--- src/rtl/carrier_loop_param_pkg.sv ---
// Shared types and default widths for the carrier tracking loop and its lock detector.
package carrier_loop_param_pkg;

  typedef enum logic {
    ACQUIRE = 1'b0,
    TRACK   = 1'b1
  } lock_state_t;

  localparam int DEF_ERR_W = 8;
  localparam int DEF_ACC_W = 40;
  localparam int DEF_OUT_W = 32;
  localparam int DEF_CNT_W = 16;

endpackage

--- src/rtl/carrier_lock_fsm.sv ---
// Lock detector: hysteresis counter on |error| against a threshold, driving ACQUIRE/TRACK.
module carrier_lock_fsm
  import carrier_loop_param_pkg::*;
#(
  parameter int ERR_W = DEF_ERR_W,
  parameter int CNT_W = DEF_CNT_W
) (
  input  logic             clk,
  input  logic             reset,
  input  logic             i_err_en,
  input  logic [ERR_W-1:0] i_error,
  input  logic [ERR_W-1:0] i_sync_threshold,
  input  logic [CNT_W-1:0] i_lock_count,
  output logic [CNT_W-1:0] o_counter,
  output lock_state_t      o_state,
  output logic             o_locked
);

  localparam logic [ERR_W-1:0] ERR_MIN = {1'b1, {(ERR_W-1){1'b0}}};
  localparam logic [ERR_W-1:0] ERR_MAX = {1'b0, {(ERR_W-1){1'b1}}};

  lock_state_t      r_state;
  lock_state_t      w_state_next;
  logic [CNT_W-1:0] r_count;
  logic [CNT_W-1:0] w_count_next;
  logic [CNT_W-1:0] w_base;
  logic [CNT_W-1:0] w_step;
  logic [ERR_W-1:0] w_abs;
  logic             w_in_thr;

  // |most-negative| has no positive twin, so it folds onto the largest magnitude.
  assign w_abs    = !i_error[ERR_W-1] ? i_error :
                    (i_error == ERR_MIN) ? ERR_MAX : -i_error;
  assign w_in_thr = (w_abs <= i_sync_threshold);
  assign w_base   = (r_count > i_lock_count) ? i_lock_count : r_count;

  always_comb begin
    w_step = w_base;
    if (w_in_thr) begin
      if (w_base != i_lock_count) w_step = w_base + CNT_W'(1);
    end else begin
      if (w_base != '0) w_step = w_base - CNT_W'(1);
    end
  end

  always_ff @(posedge clk) begin
    if (reset) begin
      r_state <= ACQUIRE;
      r_count <= '0;
    end else begin
      r_state <= w_state_next;
      r_count <= w_count_next;
    end
  end

  always_comb begin
    w_state_next = r_state;
    w_count_next = r_count;
    if (i_err_en) begin
      if (i_lock_count == '0) begin
        w_state_next = ACQUIRE;
        w_count_next = '0;
      end else begin
        w_count_next = w_step;
        if (r_state == ACQUIRE && w_step == i_lock_count) w_state_next = TRACK;
        else if (r_state == TRACK && w_step == '0)       w_state_next = ACQUIRE;
      end
    end
  end

  always_comb begin
    o_state   = r_state;
    o_counter = r_count;
    o_locked  = (r_state == TRACK);
  end

endmodule

--- src/rtl/carrier_loop_param.sv ---
// Carrier loop filter: conditioned error -> lead/lag gains -> saturating lag accumulator -> frequency word.
module carrier_loop_param
  import carrier_loop_param_pkg::*;
#(
  parameter int ERR_W = DEF_ERR_W,
  parameter int ACC_W = DEF_ACC_W,
  parameter int OUT_W = DEF_OUT_W,
  parameter int CNT_W = DEF_CNT_W
) (
  input  logic             clk,
  input  logic             reset,
  input  logic             errEn,
  input  logic [ERR_W-1:0] error,
  input  logic             invertError,
  input  logic             zeroError,
  input  logic             clearAccum,
  input  logic             sweepEnable,
  input  logic [4:0]       leadExpAcq,
  input  logic [4:0]       lagExpAcq,
  input  logic [4:0]       leadExpTrk,
  input  logic [4:0]       lagExpTrk,
  input  logic [ACC_W-1:0] limit,
  input  logic [ACC_W-1:0] sweepRate,
  input  logic [CNT_W-1:0] lockCount,
  input  logic [ERR_W-1:0] syncThreshold,
  output logic [OUT_W-1:0] freqOut,
  output logic             freqEn,
  output logic [ACC_W-1:0] lagAccum,
  output logic [CNT_W-1:0] lockCounter,
  output logic             locked,
  output logic             state
);

  localparam logic [ERR_W-1:0] ERR_MIN = {1'b1, {(ERR_W-1){1'b0}}};
  localparam logic [ERR_W-1:0] ERR_MAX = {1'b0, {(ERR_W-1){1'b1}}};

  // errEn is a one-cycle valid strobe with no ready: every strobe is accepted and
  // yields exactly one freqEn three cycles later; the pipeline never stalls.
  logic                    r_en1, r_en2, r_en3;
  logic        [ERR_W-1:0] r_cond_err;
  logic        [ERR_W-1:0] w_cond_next;
  logic signed [ACC_W-1:0] r_lead_err, r_lag, r_sum;
  logic                    r_dir_neg;
  lock_state_t             w_state;

  logic signed [ACC_W-1:0] w_cond_ext, w_lead_next, w_lag_inc, w_sweep, w_lag_sat;
  logic signed [ACC_W+1:0] w_lag_sum, w_lim_pos, w_lim_neg;
  logic        [4:0]       w_lead_exp, w_lag_exp;
  logic                    w_sweep_on;

  always_comb begin
    w_cond_next = error;
    if (zeroError)        w_cond_next = '0;
    else if (invertError) w_cond_next = (error == ERR_MIN) ? ERR_MAX : -error;
  end

  assign w_cond_ext  = {{(ACC_W-ERR_W){r_cond_err[ERR_W-1]}}, r_cond_err};
  assign w_lead_exp  = (w_state == TRACK) ? leadExpTrk : leadExpAcq;
  assign w_lag_exp   = (w_state == TRACK) ? lagExpTrk  : lagExpAcq;
  assign w_lead_next = w_cond_ext << w_lead_exp;
  assign w_lag_inc   = w_cond_ext << w_lag_exp;
  assign w_sweep_on  = sweepEnable && (w_state == ACQUIRE);
  assign w_sweep     = !w_sweep_on ? '0 : (r_dir_neg ? -sweepRate : sweepRate);

  // Two guard bits keep lag + increment + sweep exact before clamping.
  assign w_lag_sum = {{2{r_lag[ACC_W-1]}}, r_lag}
                   + {{2{w_lag_inc[ACC_W-1]}}, w_lag_inc}
                   + {{2{w_sweep[ACC_W-1]}}, w_sweep};
  assign w_lim_pos = {2'b00, limit};
  assign w_lim_neg = -w_lim_pos;

  always_comb begin
    w_lag_sat = w_lag_sum[ACC_W-1:0];
    if (w_lag_sum > w_lim_pos)      w_lag_sat = w_lim_pos[ACC_W-1:0];
    else if (w_lag_sum < w_lim_neg) w_lag_sat = w_lim_neg[ACC_W-1:0];
  end

  always_ff @(posedge clk) begin
    if (reset) begin
      r_en1      <= 1'b0;
      r_en2      <= 1'b0;
      r_en3      <= 1'b0;
      r_cond_err <= '0;
      r_lead_err <= '0;
      r_lag      <= '0;
      r_sum      <= '0;
      r_dir_neg  <= 1'b0;
    end else begin
      r_en1 <= errEn;
      r_en2 <= r_en1;
      r_en3 <= r_en2;
      if (errEn) r_cond_err <= w_cond_next;
      if (r_en1) r_lead_err <= w_lead_next;
      if (clearAccum)  r_lag <= '0;
      else if (r_en1)  r_lag <= w_lag_sat;
      // Sweep reverses on the update that runs into either rail.
      if (r_en1 && !clearAccum && w_sweep_on) begin
        if (w_lag_sum >= w_lim_pos)      r_dir_neg <= 1'b1;
        else if (w_lag_sum <= w_lim_neg) r_dir_neg <= 1'b0;
      end
      if (r_en2) r_sum <= r_lag + r_lead_err;
    end
  end

  carrier_lock_fsm #(
    .ERR_W(ERR_W),
    .CNT_W(CNT_W)
  ) u_lock (
    .clk              (clk),
    .reset            (reset),
    .i_err_en         (errEn),
    .i_error          (error),
    .i_sync_threshold (syncThreshold),
    .i_lock_count     (lockCount),
    .o_counter        (lockCounter),
    .o_state          (w_state),
    .o_locked         (locked)
  );

  assign state    = w_state;
  assign freqOut  = r_sum[ACC_W-1 -: OUT_W];
  assign freqEn   = r_en3;
  assign lagAccum = r_lag;

endmodule

--- config.mk ---
export PLATFORM = sky130hd
export DESIGN_NAME = carrier_loop_param
export DESIGN_NICKNAME = d
export VERILOG_FILES = /design/src/rtl/carrier_loop_param_pkg.sv /design/src/rtl/carrier_lock_fsm.sv /design/src/rtl/carrier_loop_param.sv
export SDC_FILE = /design/constraint.sdc
export NUM_CORES = 1
export LEC_CHECK = 0
export CAP_MARGIN = 20
export CORE_ASPECT_RATIO = 2
export CORE_MARGIN = 4
export CORE_UTILIZATION = 46
export DETAILED_ROUTE_END_ITERATION = 12
export MAX_ROUTING_LAYER = met4
export PLACE_DENSITY = 0.72
export SLEW_MARGIN = 20
export SYNTH_ARGS = -nofsm -noshare
export SYNTH_HDL_FRONTEND = slang
export SYNTH_HIERARCHICAL = 1
export SYNTH_SLANG_ARGS = --single-unit
--- constraint.sdc ---
create_clock -name clk -period 20.4 [get_ports clk]
set_input_delay 5.1 -clock clk [delete_from_list [all_inputs] [get_ports clk]]
set_output_delay 5.1 -clock clk [all_outputs]
set_load 0.05 [all_outputs]
# Yosys cells after proc, flatten, opt, wreduce, memory -nomap -nowiden
# Cells that the tools add are included.
# classes
reduce_logical	14
eq_ne	3
magnitude_cmp	6
multipliers	0
n_div	0
n_addsub	8
muxes	20
shift	2
bitwise_logic	1
# op_table
operator	n
$mux 40	4
$mux 16	5
$shl 40x5->40	2
$add 41x40->42	1
$ge 42x41->1	1
$gt 42x41->1	1
$le 42x42->1	1
$lt 42x42->1	1
$neg 40->42	1
$add 40x40->41	1
$add 40x40->40	1
$neg 40->40	1
$logic_not 16->1	2
$mux 8	4
$add 16x1->16 const B	1
$eq 16x16->1	1
$gt 16x16->1	1
$ne 16x16->1	1
$reduce_bool 16->1	1
$sub 16x1->16 const B	1
$mux 5	2
$eq 8x8->1 const B	1
$le 8x8->1	1
$neg 8->8	1
other kinds (8)	17
# word_totals
wordCells	64
latch_bits	0
out_inout_bits	91
mem_count	0
mem_bits_rw	0
input_bits	139
romBits	0
reg_bits	149

# Longest topological paths before layout
# logic_depth
depth_word	10
depth_mapped	37

# Modules after synthesis
# The synthesis kept the hierarchy.
# modules_own_cells
module	n_inst	area_each_um2	cells_each
carrier_loop_param	1	15652.5	2048
carrier_lock_fsm	1	3589.7	492

# Worst setup path before layout
# No wires, ideal clock.
# synth_path
path_type	input to register
from	in sweepRate[5]
to	reg r_dir_neg
t_arrival_ns	11.902
setup_time_ns	0.134
slack_ns	8.363
required_time_ns	20.266
stages	32
n_path_buf	4
cell_sequence	or4_1 -> nor3_4 -> nand4_1 -> or3_1 -> o31ai_1 -> xnor2_1 -> nand2_1 -> fa_1 -> inv_1 -> ha_1 -> buf_2 -> a21o_1 -> a31o_2 -> a31o_2 -> a31o_2 -> a31oi_1 -> o31ai_1 -> a311oi_1 -> xnor2_1 -> ha_1 -> nand3_1 -> nor3_1 -> nand4_1 -> a31oi_1 -> nor3_1 -> mux2_2 -> clkbuf_1 -> clkbuf_1 -> buf_1 -> o21ai_0 -> nand3b_1 -> o41ai_1
# synth_via
elab_chain_cells	7
elab_cells_between_ends	9
# synth_lines
element	line_no	rtl
start, declared	carrier_loop_param.sv:23	input logic [ACC_W-1:0] sweepRate,
$neg 40->40	carrier_loop_param.sv:63	assign w_sweep = !w_sweep_on ? '0 : (r_dir_neg ? -sweepRate : sweepRate);
$mux 40 (*) (2 in a row)	carrier_loop_param.sv:63	
$add 41x40->42 (*)	carrier_loop_param.sv:68	+ {{2{w_sweep[ACC_W-1]}}, w_sweep};
$ge 42x41->1 or $le 42x42->1 (tied branches)	carrier_loop_param.sv:98, carrier_loop_param.sv:99	
$reduce_bool 2->1 (no source line)	n/a	
$reduce_and 2->1 (no source line)	n/a	
end signal, assigned	carrier_loop_param.sv:87	r_dir_neg <= 1'b0;
end signal, assigned	carrier_loop_param.sv:98	if (w_lag_sum >= w_lim_pos) r_dir_neg <= 1'b1;
end signal, assigned	carrier_loop_param.sv:99	else if (w_lag_sum <= w_lim_neg) r_dir_neg <= 1'b0;
end, declared	carrier_loop_param.sv:43	logic r_dir_neg;
# Every way passes the cells marked *; elsewhere a longest branch is shown, timed or not.
# A chain may end at the register's enable or synchronous reset.

# Final worst setup path
# layout_path
from	in sweepRate[3]
to	reg r_lag[19], in the netlist lagAccum[19]
# layout_via
elab_chain_cells	7
elab_cells_between_ends	8
# layout_lines
element	line_no	rtl
$neg 40->40	carrier_loop_param.sv:63	
$mux 40 (*) (2 in a row)	carrier_loop_param.sv:63	
$add 41x40->42 (*)	carrier_loop_param.sv:68	
$lt 42x42->1	carrier_loop_param.sv:75	else if (w_lag_sum < w_lim_neg) w_lag_sat = w_lim_neg[ACC_W-1:0];
$mux 40	carrier_loop_param.sv:75	
$mux 40 (*)	carrier_loop_param.sv:74	if (w_lag_sum > w_lim_pos) w_lag_sat = w_lim_pos[ACC_W-1:0];
end signal, assigned	carrier_loop_param.sv:95	else if (r_en1) r_lag <= w_lag_sat;
end, declared	carrier_loop_param.sv:42	logic signed [ACC_W-1:0] r_lead_err, r_lag, r_sum;
# Marks and branches as above.

==> results.tsv <==
stage	metric	value	unit
status	status	finished, final reports clean	
timing	setup_viol	0	
timing	fin_crit_sh	72.59	%
place	dpl_cell_area	21820	sq um
detailed_routing	wire_per_inst	26.86	um
worst_setup_path	crit_type	in -> reg	
synth	synth-simple-area-share	23.44	%
detailed_routing	drt_iter0_drc	1599	
floorplan	row_count	105	
cts	cts_made_buffers	17	
cts	htreeDepth	4	
timing	setup_tns	0	ns
timing	slew_viol_final	0	
synth	syn_area	19240	sq um
global_routing	grt-ovfl-total	0	
layout	nFillCells	4044	
worst_setup_path	end_kind	register	
synth	yosysSeqAreaShare	14.57	%
floorplan	dieArea	45360	sq um
place	portBuffers	229	
place	dp_hpwl	71.87	mm
place	gp_congestion	1.086	
synth	synthDistinctLibCells	106	
synth	syn_inst	2540	
timing	hold_viol_final	0	
layout	final_cell_mix	nor2_1, clkdlybuf4s50_1, nand2_1	
layout	diodes	0	
synth	synth-xor-area-share	8.518	%
layout	mostFrequentLayoutCell	nor2_1	
worst_setup_path	cpMaxStageDelayCell	a21boi_0	
timing	relSlewSlack	25.69	%
worst_setup_path	slowest_delay	0.69	ns
detailed_routing	drt-total-wl	86.76	mm
place	place_ws	5.371	ns
timing	min_period	14.81	ns
floorplan	start_util	46.65	%
detailed_routing	antenna_left	0	
global_routing	grt_pass1_wl	126.7	mm
layout	layout.nets	3051	
cts	cts_sinks	140	
min_path	min_path_type	reg -> reg	
synth	avgSynthCellArea	7.576	sq um
timing	tightest_slew	1.112	ns
power_and_ir_drop	pwr_density_cell	73.46	nW/um^2
layout	drive_above_1_share	5.863	%
timing	rsz0062_at_grt	no	
cts	clk_latency	0.47	ns
layout	syn2layout_area_growth	16.50	%
layout	final_cells	3230	
cts	hold_buffers	0	
timing	fin_worst_skew	0.01981	ns
detailed_routing	via_per_inst	6.424	
worst_setup_path	cp_max_fo	61	
cts	post_cts_buffers	0	
global_routing	grt_pass1_vias	21057	
cts	root_buffer	clkbuf_16	
floorplan	die_y	297.2	um
floorplan	die_w	152.6	um
global_routing	antenna_found_initial	1	
layout	design_area	22420	sq um
synth	synth_top_family_by_area	simple AND/OR/NAND/NOR gates	
timing	setup_ws	5.591	ns
worst_setup_path	critical_path_required	20.72	ns
synth	synthAdderAreaFrac	16.61	%
cts	clk_pin_slew	0.07	ns
floorplan	ios	230	
place	dpl.cell_count	3198	
floorplan	core_area	41250	sq um
synth	synth-compound-area-share	21.82	%
power_and_ir_drop	ir_drop	82.01	uV
synth	synth_edf_count	0	
global_routing	track_usage	37.81	%
synth	yosys_warnings	6	
synth	yosys_most_used_dff	dfxtp_1	
synth	synth_mux_area_share	7.894	%
detailed_routing	drt_first_pass_iters	6	
worst_setup_path	cp-start-kind	input pin	
cts	clk_path_buf_depth	2	
synth	syn-num-nets	2909	
synth	async_flop_share	0	%
timing	fmax	0.06753	GHz
global_routing	grt_max_degree	80	
worst_setup_path	crit_arrival	15.12	ns
synth	synth_seq_cells	140	
detailed_routing	remaining_drc_errors	0	
power_and_ir_drop	p_leak	9.439	nW
detailed_routing	dr_total_vias	20748	
cts	cts_resized	0	
cts	cts_tree	done	
flow_run	cap_violations	0	
[final timing paths]
path / cells past startpoint / start / slack, ns / endpoint
hold / removal: 2 / r_sum[37]$_SDFFE_PP0P_ / 0.48 / r_sum[37]$_SDFFE_PP0P_
setup / recovery: 31 / sweepRate[3] / 5.59 / lagAccum[19]$_SDFFE_PP0P_
hold reg to reg: 2 / r_sum[37]$_SDFFE_PP0P_ / 0.48 / r_sum[37]$_SDFFE_PP0P_
setup reg to reg: 29 / u_lock/o_locked$_SDFFE_PP0P_ / 10.42 / lagAccum[19]$_SDFFE_PP0P_
[through the flow]
stage / util (%) / hold slack, ns / power, mW
6_report: 54.34 / 0.4799 / 1.647
5_1_grt: 54.34 / 0.5021 / 1.724
4_1_cts: 54.33 / 0.4838 / 1.618
3_5_place_dp: 52.89 / 0.4717 / 1.286
3_3_place_gp: 52.88 / 0.4723 / 1.278
2_1_floorplan: - / 0.4568 / 0.9668
[sequential cells by signal, summed over array words and instances (netlist names)]
| name | cells |
|---|---|
| freqEn | 1 |
| lagAccum | 40 |
| r_cond_err | 8 |
| r_dir_neg | 1 |
| r_en1 | 1 |
| r_en2 | 1 |
| r_lead_err | 39 |
| r_sum | 32 |
| u_lock/o_counter | 16 |
| u_lock/o_locked | 1 |
[worst max-delay path, delay by kind of cell]
kind	cells	cell delay, ns
AO/OA/AOI/OAI	7	2.23
XOR/XNOR	1	0.14
adder cells (fa/ha/maj)	3	1.08
buffers and inverters	5	1.51
multiplexers	2	0.66
AND/OR/NAND/NOR	13	4.30
[routing by layer]
metal,global-route usage (%),vias to the layer above,share of wire [%]
met5,-,-,0
met4,39.12,0,14
met3,5.343,451,5.0
met2,67.97,1014,51
met1,31.64,9770,30
li1,-,9513,-
[synth_stat cells, types with 23 or more instances]
| cell type | instances | area (sq um) |
|---|---|---|
| nor2_1 | 234 | 878.3 |
| a21oi_1 | 185 | 925.9 |
| ha_1 | 189 | 2365 |
| o21ai_0 | 91 | 455.4 |
| nand2b_1 | 23 | 143.9 |
| clkbuf_1 | 90 | 337.8 |
| nand4_1 | 80 | 500.5 |
| inv_1 | 195 | 732.0 |
| nand2_1 | 227 | 852.1 |
| dfxtp_1 | 140 | 2803 |
| o211ai_1 | 29 | 217.7 |
| nor4_1 | 30 | 187.7 |
| a21o_1 | 45 | 337.8 |
| xnor2_1 | 111 | 972.2 |
| nand3_1 | 68 | 340.3 |
| fa_1 | 41 | 820.8 |
| xor2_1 | 64 | 560.5 |
| nor3_1 | 79 | 395.4 |
| mux2i_1 | 130 | 1301 |
| and3_1 | 24 | 150.1 |
| a211oi_1 | 23 | 172.7 |
| a22oi_1 | 30 | 225.2 |
[power breakdown]
group	internal (mW)	leakage [nW]	total [mW]	switching [mW]
Sequential	0.292	1.14	0.334	0.0426
Clock	0.183	0.283	0.331	0.148
Combinational	0.341	8.02	0.981	0.640
Total	0.816	9.44	1.65	0.830
[logic make-up (layout without fill, tap and decap cells)]
group	after synthesis	after routing
flip-flops	140	140
AO/OA/AOI/OAI	606	606
adder cells (fa/ha/maj)	231	231
multiplexers	149	149
AND/OR/NAND/NOR	900	900
buffers and inverters	334	489
XOR/XNOR	180	180
[cell type report]
cell class | count | area, sq um | area share, %
multi-input combinational | 2066 | 15090 | 67.33
sequential | 140 | 2804 | 12.51
timing repair buffer | 259 | 2515 | 11.22
inverter | 198 | 743.2 | 3.315
tap | 535 | 669.4 | 2.986
clock buffer | 19 | 432.9 | 1.931
clock inverter | 13 | 160.2 | 0.7144
Power figures use the tool's default switching activity.
